`src/rtl/lilypad_ride_tracker.sv`:
```
// Tracks whether the frog is riding one lilypad and reports the pad's carry
// motion. It also detects drowning after a grace window spent off-pad in the river.
module lilypad_ride_tracker #(
  parameter logic [10:0] RIVER_Y_TOP  = 11'd40,
  parameter logic [10:0] RIVER_Y_BOT  = 11'd240,
  parameter logic [3:0]  GRACE_FRAMES = 4'd3,
  parameter logic [10:0] MAX_STEP     = 11'd16
) (
  input  logic        frame_clk,
  input  logic        Reset,
  input  logic [10:0] FrogX,
  input  logic [10:0] FrogY,
  input  logic [10:0] Frog_Size,
  input  logic [10:0] LPadX,
  input  logic [10:0] LPadY,
  input  logic [10:0] LPad_Width,
  input  logic [10:0] LPad_Height,
  input  logic        Frog_Respawn,
  output logic        On_Pad,
  output logic [10:0] Carry_Motion,
  output logic        Drowned,
  output logic [1:0]  Ride_State
);

  typedef enum logic [1:0] {
    DRY    = 2'b00,
    RIDE   = 2'b01,
    GRACE  = 2'b10,
    SPLASH = 2'b11
  } ride_state_e;

  ride_state_e state_q, state_d;
  logic [3:0]  grace_cnt_q, grace_cnt_d;
  logic [10:0] prev_x_q;
  logic        on_pad_q, on_pad_d;
  logic [10:0] carry_q, carry_d;
  logic        drowned_q, drowned_d;

  logic signed [11:0] frog_x_s, frog_y_s, pad_x_s, pad_y_s;
  logic signed [11:0] half_s, cx_s, cy_s, pad_x_end_s, pad_y_end_s;
  logic        [11:0] size_ext;
  logic               hit, in_river;

  logic [10:0] diff, diff_mag, delta;

  assign frog_x_s    = {FrogX[10], FrogX};
  assign frog_y_s    = {FrogY[10], FrogY};
  assign pad_x_s     = {LPadX[10], LPadX};
  assign pad_y_s     = {LPadY[10], LPadY};
  assign size_ext    = {1'b0, Frog_Size};
  assign half_s      = size_ext >> 1;
  assign cx_s        = frog_x_s + half_s;
  assign cy_s        = frog_y_s + half_s;
  assign pad_x_end_s = pad_x_s + {1'b0, LPad_Width};
  assign pad_y_end_s = pad_y_s + {1'b0, LPad_Height};

  assign hit = (cx_s >= pad_x_s) && (cx_s < pad_x_end_s) &&
               (cy_s >= pad_y_s) && (cy_s < pad_y_end_s);

  assign in_river = (FrogY >= RIVER_Y_TOP) && (FrogY < RIVER_Y_BOT);

  // A displacement larger than MAX_STEP is the pad wrapping across the screen edge.
  assign diff     = LPadX - prev_x_q;
  assign diff_mag = diff[10] ? (~diff + 11'd1) : diff;
  assign delta    = (diff_mag > MAX_STEP) ? '0 : diff;

  always_comb begin
    state_d     = state_q;
    grace_cnt_d = grace_cnt_q;
    unique case (state_q)
      DRY: begin
        if (in_river && hit) begin
          state_d = RIDE;
        end else if (in_river) begin
          state_d     = GRACE;
          grace_cnt_d = 4'd1;
        end
      end
      RIDE: begin
        if (!in_river) begin
          state_d = DRY;
        end else if (!hit) begin
          state_d     = GRACE;
          grace_cnt_d = 4'd1;
        end
      end
      GRACE: begin
        if (!in_river) begin
          state_d     = DRY;
          grace_cnt_d = '0;
        end else if (hit) begin
          state_d     = RIDE;
          grace_cnt_d = '0;
        end else if (grace_cnt_q == GRACE_FRAMES) begin
          state_d = SPLASH;
        end else begin
          grace_cnt_d = grace_cnt_q + 4'd1;
        end
      end
      SPLASH: begin
        if (Frog_Respawn) begin
          state_d     = DRY;
          grace_cnt_d = '0;
        end
      end
      default: begin
        state_d     = DRY;
        grace_cnt_d = '0;
      end
    endcase
  end

  always_comb begin
    on_pad_d  = (state_d == RIDE);
    carry_d   = (state_d == RIDE) ? delta : '0;
    drowned_d = (state_q == GRACE) && (state_d == SPLASH);
  end

  always_ff @(posedge frame_clk) begin
    if (Reset) begin
      state_q     <= DRY;
      grace_cnt_q <= '0;
      prev_x_q    <= LPadX;
      on_pad_q    <= 1'b0;
      carry_q     <= '0;
      drowned_q   <= 1'b0;
    end else begin
      state_q     <= state_d;
      grace_cnt_q <= grace_cnt_d;
      prev_x_q    <= LPadX;
      on_pad_q    <= on_pad_d;
      carry_q     <= carry_d;
      drowned_q   <= drowned_d;
    end
  end

  assign On_Pad       = on_pad_q;
  assign Carry_Motion = carry_q;
  assign Drowned      = drowned_q;
  assign Ride_State   = state_q;

endmodule

```
`config.mk`:
```
export PLATFORM = sky130hd
export DESIGN_NAME = lilypad_ride_tracker
export DESIGN_NICKNAME = d
export VERILOG_FILES = /design/src/rtl/lilypad_ride_tracker.sv
export SDC_FILE = /design/constraint.sdc
export NUM_CORES = 1
export LEC_CHECK = 0
export BUFFER_PORTS_ARGS = -buffer_cell sky130_fd_sc_hd__buf_2
export CORE_MARGIN = 1.5
export CORE_UTILIZATION = 25
export DETAILED_ROUTE_END_ITERATION = 8
export PLACE_DENSITY = 0.5
export SYNTH_ARGS = -nofsm -noshare
export SYNTH_HDL_FRONTEND = slang
export SYNTH_SLANG_ARGS = --single-unit
export TNS_END_PERCENT = 30
```
`constraint.sdc`:
```
create_clock -name frame_clk -period 7.8 [get_ports frame_clk]
set_input_delay 0 -clock frame_clk [delete_from_list [all_inputs] [get_ports frame_clk]]
set_output_delay 0 -clock frame_clk [all_outputs]
set_load 0.03 [all_outputs]
```
==> run_results.csv <==
group,metric,value,unit
status,outcome,"completed",
timing,post-route-period-util,0.655,
logic_synthesis,syn_inst,535,
logic_synthesis,synth.net_count,718,
final_layout,drive_gt1_frac,0.170,
timing,timing.final.max_slew_violations,0,
logic_synthesis,async_reset_ff_frac,0,
timing,max_slew_margin,0.402,
global_routing,grt_max_degree,14,
die,die-area,18200,um^2
logic_synthesis,synthFlopType,"dfxtp_1",
power,power,738,uW
die,io_pins,95,
critical_path,reg2reg_to,"Carry_Motion[4]",
final_layout,insertedDiodeCount,0,
final_layout,syn2layout_area_growth,23.2,%
logic_synthesis,yosysUniqueCellTypes,59,
route,wl_per_cell,11.9,um
route,drc_errors,0,
timing,tightestPinTransition,0.895,ns
critical_path,worstPathArrival,5.31,ns
route,wirelength,10400,um
critical_path,cp.required,8.00,ns
global_routing,grt_pass1_vias,3874,
clocking,clk_pin_slew,0.05,ns
critical_path,reg2reg_slack,4.42,ns
timing,max_freq,196,MHz
clocking,cts_sinks,30,
power,power.density,138,nW/um^2
die,start_util,0.253,
clocking,cts-buffers-inserted,5,
critical_path,end_kind,"flip-flop",
critical_path,start_kind,"input port",
route,via_count,3990,
global_routing,grt-ovfl-total,0,
power,cellLeakagePower,0.00266,uW
clocking,cts_tree,"built",
global_routing,antenna_found_initial,1,
critical_path,cpLargestDelayFamily,"compound AO/OA/AOI/OAI gates",
critical_path,cp_slowest_cell,"a2111oi_1",
die,fp.dieW,135,um
final_layout,post-route-cell-area,5360,um^2
min_path,worstHoldStart,"Frog_Respawn",
logic_synthesis,ys_ff_latch,30,
logic_synthesis,synthTopCellsByArea,"ha_1 28%, dfxtp_1 14%, a21oi_1 6.2%, xnor2_1 6.0%, inv_1 5.5%",
final_layout,nNetsFinal,829,
timing,tns,0,ns
flow_run,maxCapViolations,0,
placed_design,dp_hpwl,9200,um
route,post_drt_via_cell_ratio,4.58,
min_path,hold_depth,4,
min_path,hp-class,"in2reg",
timing,clock_skew,0.00764,ns
die,die_y,135,um
power,ir_drop,102,uV
placed_design,placed_cell_area,5100,um^2
placed_design,portBuffers,93,
critical_path,slowest_delay,0.86,ns
critical_path,cp.buffers_inverters,2,
route,drtAntennaViolNets,0,
route,drt-initial-drc-count,139,
clocking,clock-root-buffer,"clkbuf_16",
clocking,clock_path_buffers,2,
logic_synthesis,syn_avg_cell_area,8.14,um^2
logic_synthesis,synth-edff-count,0,
logic_synthesis,netlist_area,4350,um^2
global_routing,grt_use_total,0.115,
placed_design,place_congestion,0.756,
logic_synthesis,yosys_warnings,0,
timing,grt_setup_unrepaired,"false",
min_path,hold_end,"Ride_State[1]",
route,dr.pass1.iters,4,
critical_path,r2r-start,"prev_x_q[0]",
die,fp-row-count,48,
timing,whs,0.0528,ns
logic_synthesis,synth.largest_area_cell,"ha_1",
critical_path,crit_fanout,9,
clocking,h-tree-depth,2,
timing,hold_violations,0,
critical_path,cpMostUsedCell,"a21oi_1",
clocking,clk_latency,0.27,ns
timing,setup_viol,0,
logic_synthesis,synth_seq_area_share,0.138,
global_routing,grt_pass1_wl,17100,um
critical_path,critPathKind,"in2reg",
logic_synthesis,synth_top_area_frac,0.282,
die,core,17200,um^2
timing,layout_min_cycle_time,5.11,ns
final_layout,nFillCells,1894,
critical_path,worstRegToRegCells,11,
critical_path,worstPathCellList,"dlygate4sd3_1, buf_2, ha_1, fa_1, a21o_1, a21oi_1, o21bai_1, a21oi_1, o21bai_1, a21oi_1, xnor2_1, ha_1, and4_1, o211ai_1, a31oi_1, a2111oi_1, nand3_1, a2111o_1, nor3_2",
## final cells by class
class	count	area, um^2	area share
clock inverter	1	5.00	0.000933
inverter	64	240	0.0448
multi-input combinational	440	3510	0.654
clock buffer	7	143	0.0266
sequential	30	601	0.112
timing repair buffer	105	583	0.109
tap	225	282	0.0525
## per-layer routing
metal,track usage,wire [um],vias up
met3,0.0259,628,9
met4,0.0227,90,2
met5,0,13,-
li1,-,-,2185
met1,0.151,5130,1709
met2,0.194,4540,85
## synthesized netlist by cell type (6+ instances only)
cell type	number
o211ai_1	6
ha_1	98
xnor2_1	30
nand2_1	22
dfxtp_1	30
o21bai_1	17
nand2b_1	10
nor2_1	26
a211oi_1	9
nor2b_1	7
o21ai_0	15
nand3_1	11
inv_1	64
nor4_1	7
or3_1	6
nor3_1	10
a21o_1	17
nand4_1	6
a21oi_1	54
xor2_1	13
## kinds of logic after synthesis
| family | after synthesis | synth area share |
|---|---|---|
| compound gates | 163 | 0.249 |
| xor+xnor | 43 | 0.0865 |
| simple gates | 125 | 0.152 |
| buf+inv | 65 | 0.0560 |
| flops | 30 | 0.138 |
| fa+ha+maj | 103 | 0.305 |
| mux | 6 | 0.0141 |
## repair_timing
| action | 4_1_cts | 5_1_grt |
|---|---|---|
| gates resized for setup | 0 | 0 |
| hold buffers | 11 | 0 |
| endpoints found under the hold margin | 11 | 0 |
| setup buffers | 0 | 0 |
## how the worst max path moves through the flow
stage                      endpoint    startpoint  cells past startpoint  slack (ns)
finish              Carry_Motion[4]      LPadX[0]                     19        2.69
global route        Carry_Motion[4]      LPadX[0]                     21        2.29
CTS                 Carry_Motion[4]      LPadX[0]                     21        2.72
detailed placement  Carry_Motion[4]  Frog_Size[1]                     18        2.94
global placement    Carry_Motion[4]  Frog_Size[1]                     18        2.94
floorplan           Carry_Motion[4]      FrogX[0]                     17        3.98
## stage by stage
step	cells	setup slack, ns	util
3_5_place_dp	853	2.94	0.297
3_3_place_gp	853	2.94	0.297
6_report	872	2.69	0.312
2_1_floorplan	535	3.98	-
4_1_cts	872	2.72	0.312
5_1_grt	872	2.29	0.312
## power by group
group	internal [uW]	switching [uW]	total (uW)
clock	126	64.1	190
sequential	157	1.40	159
combinational	179	211	389
total	462	276	738
## sequential cells by signal, summed over array words and instances, names as in the netlist
signal and cells:
Carry_Motion 11, Drowned 1, Ride_State 2, prev_x_q 11
On_Pad 1, grace_cnt_q 4
## layout by cell type, fill, tap and decap left out, drive strengths merged, types with 6 or more instances in the layout
cell type	count
ha	98
buf	94
inv	64
a21oi	54
dfxtp	30
xnor2	30
nor2	26
nand2	22
o21ai	20
a21o	17
o21bai	17
xor2	13
nand3	11
dlygate4sd3	11
nor3	11
nand2b	10
a211oi	10
nor4	8
nor2b	7
clkbuf	7
or2	7
o211ai	6
or3	6
nand4	6
## worst min-delay path, delay by kind of cell
family / cells / cell delay (ns)
AOI/OAI and AO/OA: 1 / 0.06
buffers and inverters: 1 / 0.09
and+or+nand+nor: 2 / 0.12
Power figures use the tool's default switching activity.
